==> config.mk <==
export PLATFORM = sky130hd
export DESIGN_NAME = npc_fetch_unit
export DESIGN_NICKNAME = d
export VERILOG_FILES = /design/src/rtl/npc_pkg.sv /design/src/rtl/npc_target_calc.sv /design/src/rtl/npc_fetch_unit.sv
export SDC_FILE = /design/constraint.sdc
export NUM_CORES = 1
export LEC_CHECK = 0
export ABC_AREA = 1
export CORE_UTILIZATION = 35
export DETAILED_ROUTE_END_ITERATION = 7
export PLACE_DENSITY = 0.72
export SLEW_MARGIN = 15
export SYNTH_ARGS = -nofsm -noshare
export SYNTH_HDL_FRONTEND = slang
export SYNTH_SLANG_ARGS = --single-unit
==> constraint.sdc <==
create_clock -name clk -period 2.5 [get_ports clk]
set_input_delay 0.25 -clock clk [delete_from_list [all_inputs] [get_ports clk]]
set_output_delay 0.25 -clock clk [all_outputs]
set_load 0.1 [all_outputs]
==> src/rtl/npc_pkg.sv <==
// ---------------------------------------------------------------------------
// npc_pkg
// Shared definitions for the next-PC fetch unit:
//   - flow-op width and encodings (codes 9..15 are unassigned and act as ADD4)
//   - default reset PC and exception vector
//   - selector enum naming which source feeds the PC register on an edge
// ---------------------------------------------------------------------------
package npc_pkg;

    localparam int NPC_OP_W = 4;

    localparam logic [NPC_OP_W-1:0] NPC_OP_ADD4 = 4'd0;
    localparam logic [NPC_OP_W-1:0] NPC_OP_BEQ  = 4'd1;
    localparam logic [NPC_OP_W-1:0] NPC_OP_J    = 4'd2;
    localparam logic [NPC_OP_W-1:0] NPC_OP_JR   = 4'd3;
    localparam logic [NPC_OP_W-1:0] NPC_OP_BNE  = 4'd4;
    localparam logic [NPC_OP_W-1:0] NPC_OP_BLEZ = 4'd5;
    localparam logic [NPC_OP_W-1:0] NPC_OP_BGTZ = 4'd6;
    localparam logic [NPC_OP_W-1:0] NPC_OP_BLTZ = 4'd7;
    localparam logic [NPC_OP_W-1:0] NPC_OP_BGEZ = 4'd8;

    localparam logic [31:0] NPC_RESET_PC = 32'h0000_3000;
    localparam logic [31:0] NPC_EXC_VEC  = 32'h0000_4180;

    // Source of the next PC, resolved once per cycle by priority
    typedef enum logic [2:0] {
        NPC_SEL_SEQ,
        NPC_SEL_HOLD,
        NPC_SEL_PEND_LOAD,
        NPC_SEL_TARGET,
        NPC_SEL_PEND,
        NPC_SEL_EXC,
        NPC_SEL_ERET
    } npc_sel_e;

endpackage

==> src/rtl/npc_target_calc.sv <==
// ---------------------------------------------------------------------------
// npc_target_calc
// Purely combinational redirect target and branch-condition evaluation.
// Ports:
//   op_valid_i   op_i/operands valid; when low taken_o is forced to 0
//   op_i         flow op (npc_pkg encodings)
//   branch_pc_i  PC of the instruction carrying op_i
//   imm_i        imm16 in [15:0] for branches, instr_index for J
//   cmp_a_i      rs value (condition operand, JR target)
//   cmp_b_i      rt value (BEQ/BNE)
//   target_o     redirect target for the current op
//   taken_o      op valid and redirect condition true
// ---------------------------------------------------------------------------
module npc_target_calc
    import npc_pkg::*;
#(
    parameter int ADDR_W = 32
) (
    input  logic                op_valid_i,
    input  logic [NPC_OP_W-1:0] op_i,
    input  logic [ADDR_W-1:0]   branch_pc_i,
    input  logic [25:0]         imm_i,
    input  logic [31:0]         cmp_a_i,
    input  logic [31:0]         cmp_b_i,
    output logic [ADDR_W-1:0]   target_o,
    output logic                taken_o
);

    logic [ADDR_W-1:0] seqPc;
    logic [ADDR_W-1:0] brOffset;
    logic [ADDR_W-1:0] brTarget;
    logic [ADDR_W-1:0] jTarget;
    logic [ADDR_W-1:0] jrTarget;
    logic signed [31:0] aSigned;
    logic               cond;

    assign seqPc    = branch_pc_i + ADDR_W'(4);
    // Word offset, sign-extended to the PC width; wraps mod 2^ADDR_W
    assign brOffset = {{(ADDR_W-18){imm_i[15]}}, imm_i[15:0], 2'b00};
    assign brTarget = seqPc + brOffset;
    // Region bits come from the slot after the jump, not the jump itself
    assign jTarget  = {seqPc[ADDR_W-1:28], imm_i, 2'b00};
    assign jrTarget = {cmp_a_i[ADDR_W-1:2], 2'b00};
    assign aSigned  = signed'(cmp_a_i);

    // Per-op target and condition select; unassigned codes never redirect
    always_comb begin
        cond     = 1'b0;
        target_o = brTarget;
        case (op_i)
            NPC_OP_BEQ:  cond = (cmp_a_i == cmp_b_i);
            NPC_OP_BNE:  cond = (cmp_a_i != cmp_b_i);
            NPC_OP_BLEZ: cond = (aSigned <= 32'sd0);
            NPC_OP_BGTZ: cond = (aSigned >  32'sd0);
            NPC_OP_BLTZ: cond = (aSigned <  32'sd0);
            NPC_OP_BGEZ: cond = (aSigned >= 32'sd0);
            NPC_OP_J: begin
                cond     = 1'b1;
                target_o = jTarget;
            end
            NPC_OP_JR: begin
                cond     = 1'b1;
                target_o = jrTarget;
            end
            default: cond = 1'b0;
        endcase
    end

    assign taken_o = op_valid_i & cond;

endmodule

==> src/rtl/npc_fetch_unit.sv <==
// ---------------------------------------------------------------------------
// npc_fetch_unit
// Architectural PC register and next-PC selection for the MIPS core.
// Handles sequential, conditional-branch, J and JR flow, holds on stall, and
// latches a redirect raised during a stall so it is applied once the stall
// drops. Optional exception entry/return is built when NPC_EXC_EN is defined.
// Ports:
//   clk, reset_n        clock (rising edge), async active-low reset
//   stall_i             hold the PC this cycle
//   op_valid_i, op_i    flow op and its valid
//   branch_pc_i, imm_i  PC of the op and its immediate / instr_index
//   cmp_a_i, cmp_b_i    rs/rt operands (rs is also the JR target)
//   exc_req_i, eret_i   [NPC_EXC_EN] exception request / return
//   epc_o               [NPC_EXC_EN] saved exception PC
//   pc_o, pc4_o         current fetch PC (registered) and pc_o+4
//   taken_o             combinational redirect indication
//   pend_o              a stalled redirect is waiting to be applied
// ---------------------------------------------------------------------------
module npc_fetch_unit
    import npc_pkg::*;
#(
    parameter int          ADDR_W   = 32,
`ifdef NPC_EXC_EN
    parameter logic [31:0] EXC_VEC  = NPC_EXC_VEC,
`endif
    parameter logic [31:0] RESET_PC = NPC_RESET_PC
) (
    input  logic                clk,
    input  logic                reset_n,
    input  logic                stall_i,
    input  logic                op_valid_i,
    input  logic [NPC_OP_W-1:0] op_i,
    input  logic [ADDR_W-1:0]   branch_pc_i,
    input  logic [25:0]         imm_i,
    input  logic [31:0]         cmp_a_i,
    input  logic [31:0]         cmp_b_i,
`ifdef NPC_EXC_EN
    input  logic                exc_req_i,
    input  logic                eret_i,
    output logic [ADDR_W-1:0]   epc_o,
`endif
    output logic [ADDR_W-1:0]   pc_o,
    output logic [ADDR_W-1:0]   pc4_o,
    output logic                taken_o,
    output logic                pend_o
);

    localparam logic [ADDR_W-1:0] RESET_PC_W = RESET_PC[ADDR_W-1:0];
`ifdef NPC_EXC_EN
    localparam logic [ADDR_W-1:0] EXC_VEC_W  = EXC_VEC[ADDR_W-1:0];
`endif

    logic [ADDR_W-1:0] pc_q, pc_d;
    logic              pend_q, pend_d;
    logic [ADDR_W-1:0] pendTgt_q, pendTgt_d;
`ifdef NPC_EXC_EN
    logic [ADDR_W-1:0] epc_q, epc_d;
`endif

    logic [ADDR_W-1:0] pcPlus4;
    logic [ADDR_W-1:0] target;
    logic              taken;
    npc_sel_e          selNext;

    npc_target_calc #(
        .ADDR_W (ADDR_W)
    ) u_target_calc (
        .op_valid_i  (op_valid_i),
        .op_i        (op_i),
        .branch_pc_i (branch_pc_i),
        .imm_i       (imm_i),
        .cmp_a_i     (cmp_a_i),
        .cmp_b_i     (cmp_b_i),
        .target_o    (target),
        .taken_o     (taken)
    );

    assign pcPlus4 = pc_q + ADDR_W'(4);

    // Priority resolution; exception/return are evaluated last so they win
    // over stall and every flow rule, with exception above return
    always_comb begin
        selNext = NPC_SEL_SEQ;
        if (stall_i && taken) begin
            selNext = NPC_SEL_PEND_LOAD;
        end else if (stall_i) begin
            selNext = NPC_SEL_HOLD;
        end else if (taken) begin
            selNext = NPC_SEL_TARGET;
        end else if (pend_q) begin
            selNext = NPC_SEL_PEND;
        end
`ifdef NPC_EXC_EN
        if (eret_i) begin
            selNext = NPC_SEL_ERET;
        end
        if (exc_req_i) begin
            selNext = NPC_SEL_EXC;
        end
`endif
    end

    // Next-state values for the selected source; everything holds by default
    always_comb begin
        pc_d      = pc_q;
        pend_d    = pend_q;
        pendTgt_d = pendTgt_q;
`ifdef NPC_EXC_EN
        epc_d     = epc_q;
`endif
        case (selNext)
            NPC_SEL_SEQ:  pc_d = pcPlus4;
            NPC_SEL_HOLD: pc_d = pc_q;
            NPC_SEL_PEND_LOAD: begin
                pendTgt_d = target;
                pend_d    = 1'b1;
            end
            NPC_SEL_TARGET: begin
                pc_d   = target;
                pend_d = 1'b0;
            end
            NPC_SEL_PEND: begin
                pc_d   = pendTgt_q;
                pend_d = 1'b0;
            end
`ifdef NPC_EXC_EN
            NPC_SEL_EXC: begin
                epc_d  = pc_q;
                pc_d   = EXC_VEC_W;
                pend_d = 1'b0;
            end
            NPC_SEL_ERET: begin
                pc_d   = epc_q;
                pend_d = 1'b0;
            end
`endif
            default: pc_d = pc_q;
        endcase
    end

    // PC, pending latch and optional EPC registers
    always_ff @(posedge clk or negedge reset_n) begin
        if (!reset_n) begin
            pc_q      <= RESET_PC_W;
            pend_q    <= 1'b0;
            pendTgt_q <= '0;
`ifdef NPC_EXC_EN
            epc_q     <= '0;
`endif
        end else begin
            pc_q      <= pc_d;
            pend_q    <= pend_d;
            pendTgt_q <= pendTgt_d;
`ifdef NPC_EXC_EN
            epc_q     <= epc_d;
`endif
        end
    end

    assign pc_o    = pc_q;
    assign pc4_o   = pcPlus4;
    assign taken_o = taken;
    assign pend_o  = pend_q;
`ifdef NPC_EXC_EN
    assign epc_o   = epc_q;
`endif

endmodule

==> results by group <==
Critical path
  • Crit path launch: branch_pc_i[10]
  • Crit start category: primary input
  • Crit path kind: primary input to register
  • Critical path's slowest cell: ha_2
  • Critical Path Max Stage Delay: around 0.35 ns
  • CP arrival: 3.10 ns
  • R2R Path Start: pc_o[12]
  • Critical Path Most Common Cell: nand2_1
  • Worst EP required: 2.76 ns
  • Worst-path cell chain: buf_2 -> inv_2 -> nor3_4 -> nand2_4 -> nor2_4 -> nand2_1 -> buf_4 -> xnor2_1 -> ha_2 -> a21oi_4 -> buf_4 -> o21ai_1 -> nand2_1 -> nand3_1 -> nor2_2 -> nand2_1 -> nand2_1 -> nand3_1 -> nand3_2 -> inv_2 -> nor2_1 -> nor2_1 -> nor2_1
  • Crit. End Element: register
  • CP max FO: 4

STA
  • Fin crit period: 2.84 ns
  • Final setup margin: -0.340 ns
  • RSZ-0062 raised after global routing: yes
  • Count of final setup violators: 35
  • Tcrit/Tclk final: 114%
  • Final hold vios: 0
  • F_max: 352 MHz
  • Max Clock Skew: 0.00703 ns
  • Slew of the pin with the lowest slew margin: 0.655 ns
  • Slew margin rel.: 56.3%
  • Slew Viols, Final: 0

Placement
  • Gp weighted congestion: 0.984
  • Hpwl dp: 26.8 mm
  • Port-buffer cells: slightly below 200
  • Placed Area: 12900 sq um
  • Placed insts: slightly above 2000

Route
  • Via count: 11100
  • Antenna viol nets, final: 0
  • DRT iter0 DRCs: about 740
  • Detailed Routing Iterations Pass 1: 5
  • WL final: 35.5 mm
  • Vias per std cell: around 5.1
  • Post-route DRC: 0
  • Drt wl/cell: 16.4 um

Synth
  • Yosys Warn Count: 0
  • Syn_nets: 1566
  • Number of enable flip-flop cells after synthesis: 0
  • Post-Syn Instances: 1403
  • Yosys reg bits: 65
  • Synth Cell Area: approximately 8000 sq um
  • Seq/Total Area, Yosys: 20.1%
  • Mean post-synth cell area: 5.79 sq um
  • Yosys top cell by area: dfrtp_1
  • Async set-reset flop share out of synthesis: 100%
  • Synth top area share: about a fifth
  • Main synth FF type: dfrtp_1
  • Leading post-synthesis cells by cell area: dfrtp_1, nand2_1, inv_1
  • Distinct cells, synth: 47

Final layout
  • Final Util: 67.1%
  • Area Growth Syn to Fin: 87.8%
  • Share of cells above drive strength 1: 42.3%
  • Antenna cells: 0
  • NumNets Final: 2041
  • Number of cells in the finished layout apart from fillers: ~2200
  • Design area: around 15000 sq um
  • Fill cell count: 1833

Die
  • Top-level I/O count: 196
  • Standard-cell rows: 55
  • Die X: 154 um
  • Die area: 23800 sq um
  • Initial standard-cell utilization of the core: 35.8%
  • Core box area: 22700 sq um
  • Die extent in y: 154 um

Clock tree
  • Worst-path clk slew: around 0.060 ns
  • CTS tree: built
  • CTS root buf: clkbuf_16
  • H-tree levels: 3
  • Worst-case clock buffer depth: 2
  • CTS sink cnt: 65
  • Clk Latency, worst-skew pair: 0.33 ns
  • CTS Buf Count: 9

Power and ir drop
  • Max IR drop VDD: between 0.0006 and 0.0007 V
  • Power Total: between 9000 and 10000 uW
  • Leakage: 0.00761 uW
  • Pwr/cell area: approximately 600 nW/um^2

Global route
  • First-pass GRT wire length: 52.3 mm
  • Vias in the first global route: between 10000 and 15000
  • Gr ovfl total: 0
  • Pin count of the biggest net entering global routing: 66
  • Initial antenna violation count: 0
  • Tot GR Track Use: ~28%

Outcome
  • Failing checks: setup timing
  • Status: complete, but fails checks

Min path
  • Hold Path Class: primary input to async pin

Run
  • Max Cap Viol: 0
registers in the layout, summed over array words and instances, names as in the netlist:
signal	cells
pc_o	32
pendTgt_q	32
pend_o	1
layout by cell type (no fill, tap or decap), types with 7 or more instances in the layout:
cell type,n
o21ai_1,23
nand3_1,136
nor3_4,13
nand3_2,25
nor2_2,28
a21oi_2,16
clkdlybuf4s50_1,82
xnor2_1,30
inv_2,42
a21oi_1,15
buf_12,31
nand2_2,76
buf_4,313
buf_6,28
dfrtp_2,18
ha_4,14
inv_1,177
dfrtp_4,7
clkbuf_16,9
xor2_2,8
nand2_1,316
nor2_4,39
nor2_1,122
a21oi_4,9
nand2_4,25
dlymetal6s2s_1,25
buf_2,8
dfrtp_1,38
o21ai_0,8
nand3b_1,12
nand4_1,30
ha_1,13
xor2_1,16
xor2_4,15
through the flow:
step,setup WS [ns],setup TNS (ns),hold slack (ns)
floorplan,-0.382,-6.26,-0.0456
global placement,-1.15,-43.68,0.300
detailed placement,-1.26,-47.22,0.292
CTS,-0.436,-6.53,0.476
global route,-0.471,-12.57,0.495
finish,-0.340,-5.11,0.470
Yosys cell counts (4+ instances only):
| cell type | n |
|---|---|
| a21oi_1 | 40 |
| buf_6 | 4 |
| nor2_2 | 7 |
| clkbuf_1 | 12 |
| a22o_1 | 6 |
| nand2_1 | 415 |
| nand3_1 | 164 |
| inv_1 | 221 |
| o21ai_1 | 12 |
| ha_1 | 32 |
| nor4_1 | 10 |
| or2_2 | 7 |
| o22ai_1 | 5 |
| buf_2 | 13 |
| xor2_1 | 39 |
| o21bai_1 | 4 |
| buf_4 | 4 |
| xnor2_1 | 37 |
| nand4_1 | 30 |
| o21ai_0 | 26 |
| nor2_1 | 180 |
| dfrtp_1 | 63 |
| nand3b_1 | 12 |
| nor3_1 | 20 |
final cells by class:
cell class	instances	area, sq um	share of cell area, %
Sequential cell	65	1690	11.1
Tap cell	285	357	2.34
Inverter	224	855	5.60
Timing Repair Buffer	500	4580	30.0
Multi-Input combinational cell	1078	7470	49.0
Clock buffer	9	225	1.48
Clock inverter	7	80.1	0.525
report_power, final:
part	total, uW	leakage [uW]	internal (uW)	switching [uW]
clock network	1270	0.000142	779	489
registers	1730	0.000751	1370	364
logic	6150	0.00671	2120	4030
worst paths after layout:
path / to / slack (ns) / cells after the start
max: pc_o[30] / -0.34 / 23
min: pc_o[30] / 0.47 / 3
max reg2reg: pc_o[28] / 0.27 / 12
min reg2reg: pendTgt_q[21] / 0.48 / 2
max in group asynchronous: pc_o[12] / 1.70 / 3
min in group clk: pendTgt_q[11] / 0.47 / 5
metal layers:
metal	part of all wire [%]	global-route usage (%)	up-vias
li1	-	-	5414
met1	41	34.8	5130
met2	50	48.3	447
met3	5.4	3.05	83
met4	3.9	11.2	0
met5	0	0	-
critical path, delay by kind of cell:
kind                     cells  cell delay (ns)
AO/OA/AOI/OAI                2             0.27
adder cells (fa/ha/maj)      1             0.35
AND/OR/NAND/NOR             14             1.54
XOR/XNOR                     1             0.16
buffers and inverters        5             0.50
repair_timing:
item                                   4_1_cts  5_1_grt
buffers inserted                            53       30
setup endpoints to repair                   66       63
resized for setup                          258      217
pin swaps                                  138      135
endpoints found under the hold margin       63        0
hold buffers                                 1        0
logic make-up after synthesis:
kind of cell | after synthesis | share of synthesized area (%)
simple gates | 859 | 45.5
fa+ha+maj | 33 | 5.18
buf+inv | 260 | 12.8
compound gates | 108 | 7.87
flops | 65 | 20.1
xor+xnor | 78 | 8.60
Power figures use the tool's default switching activity.
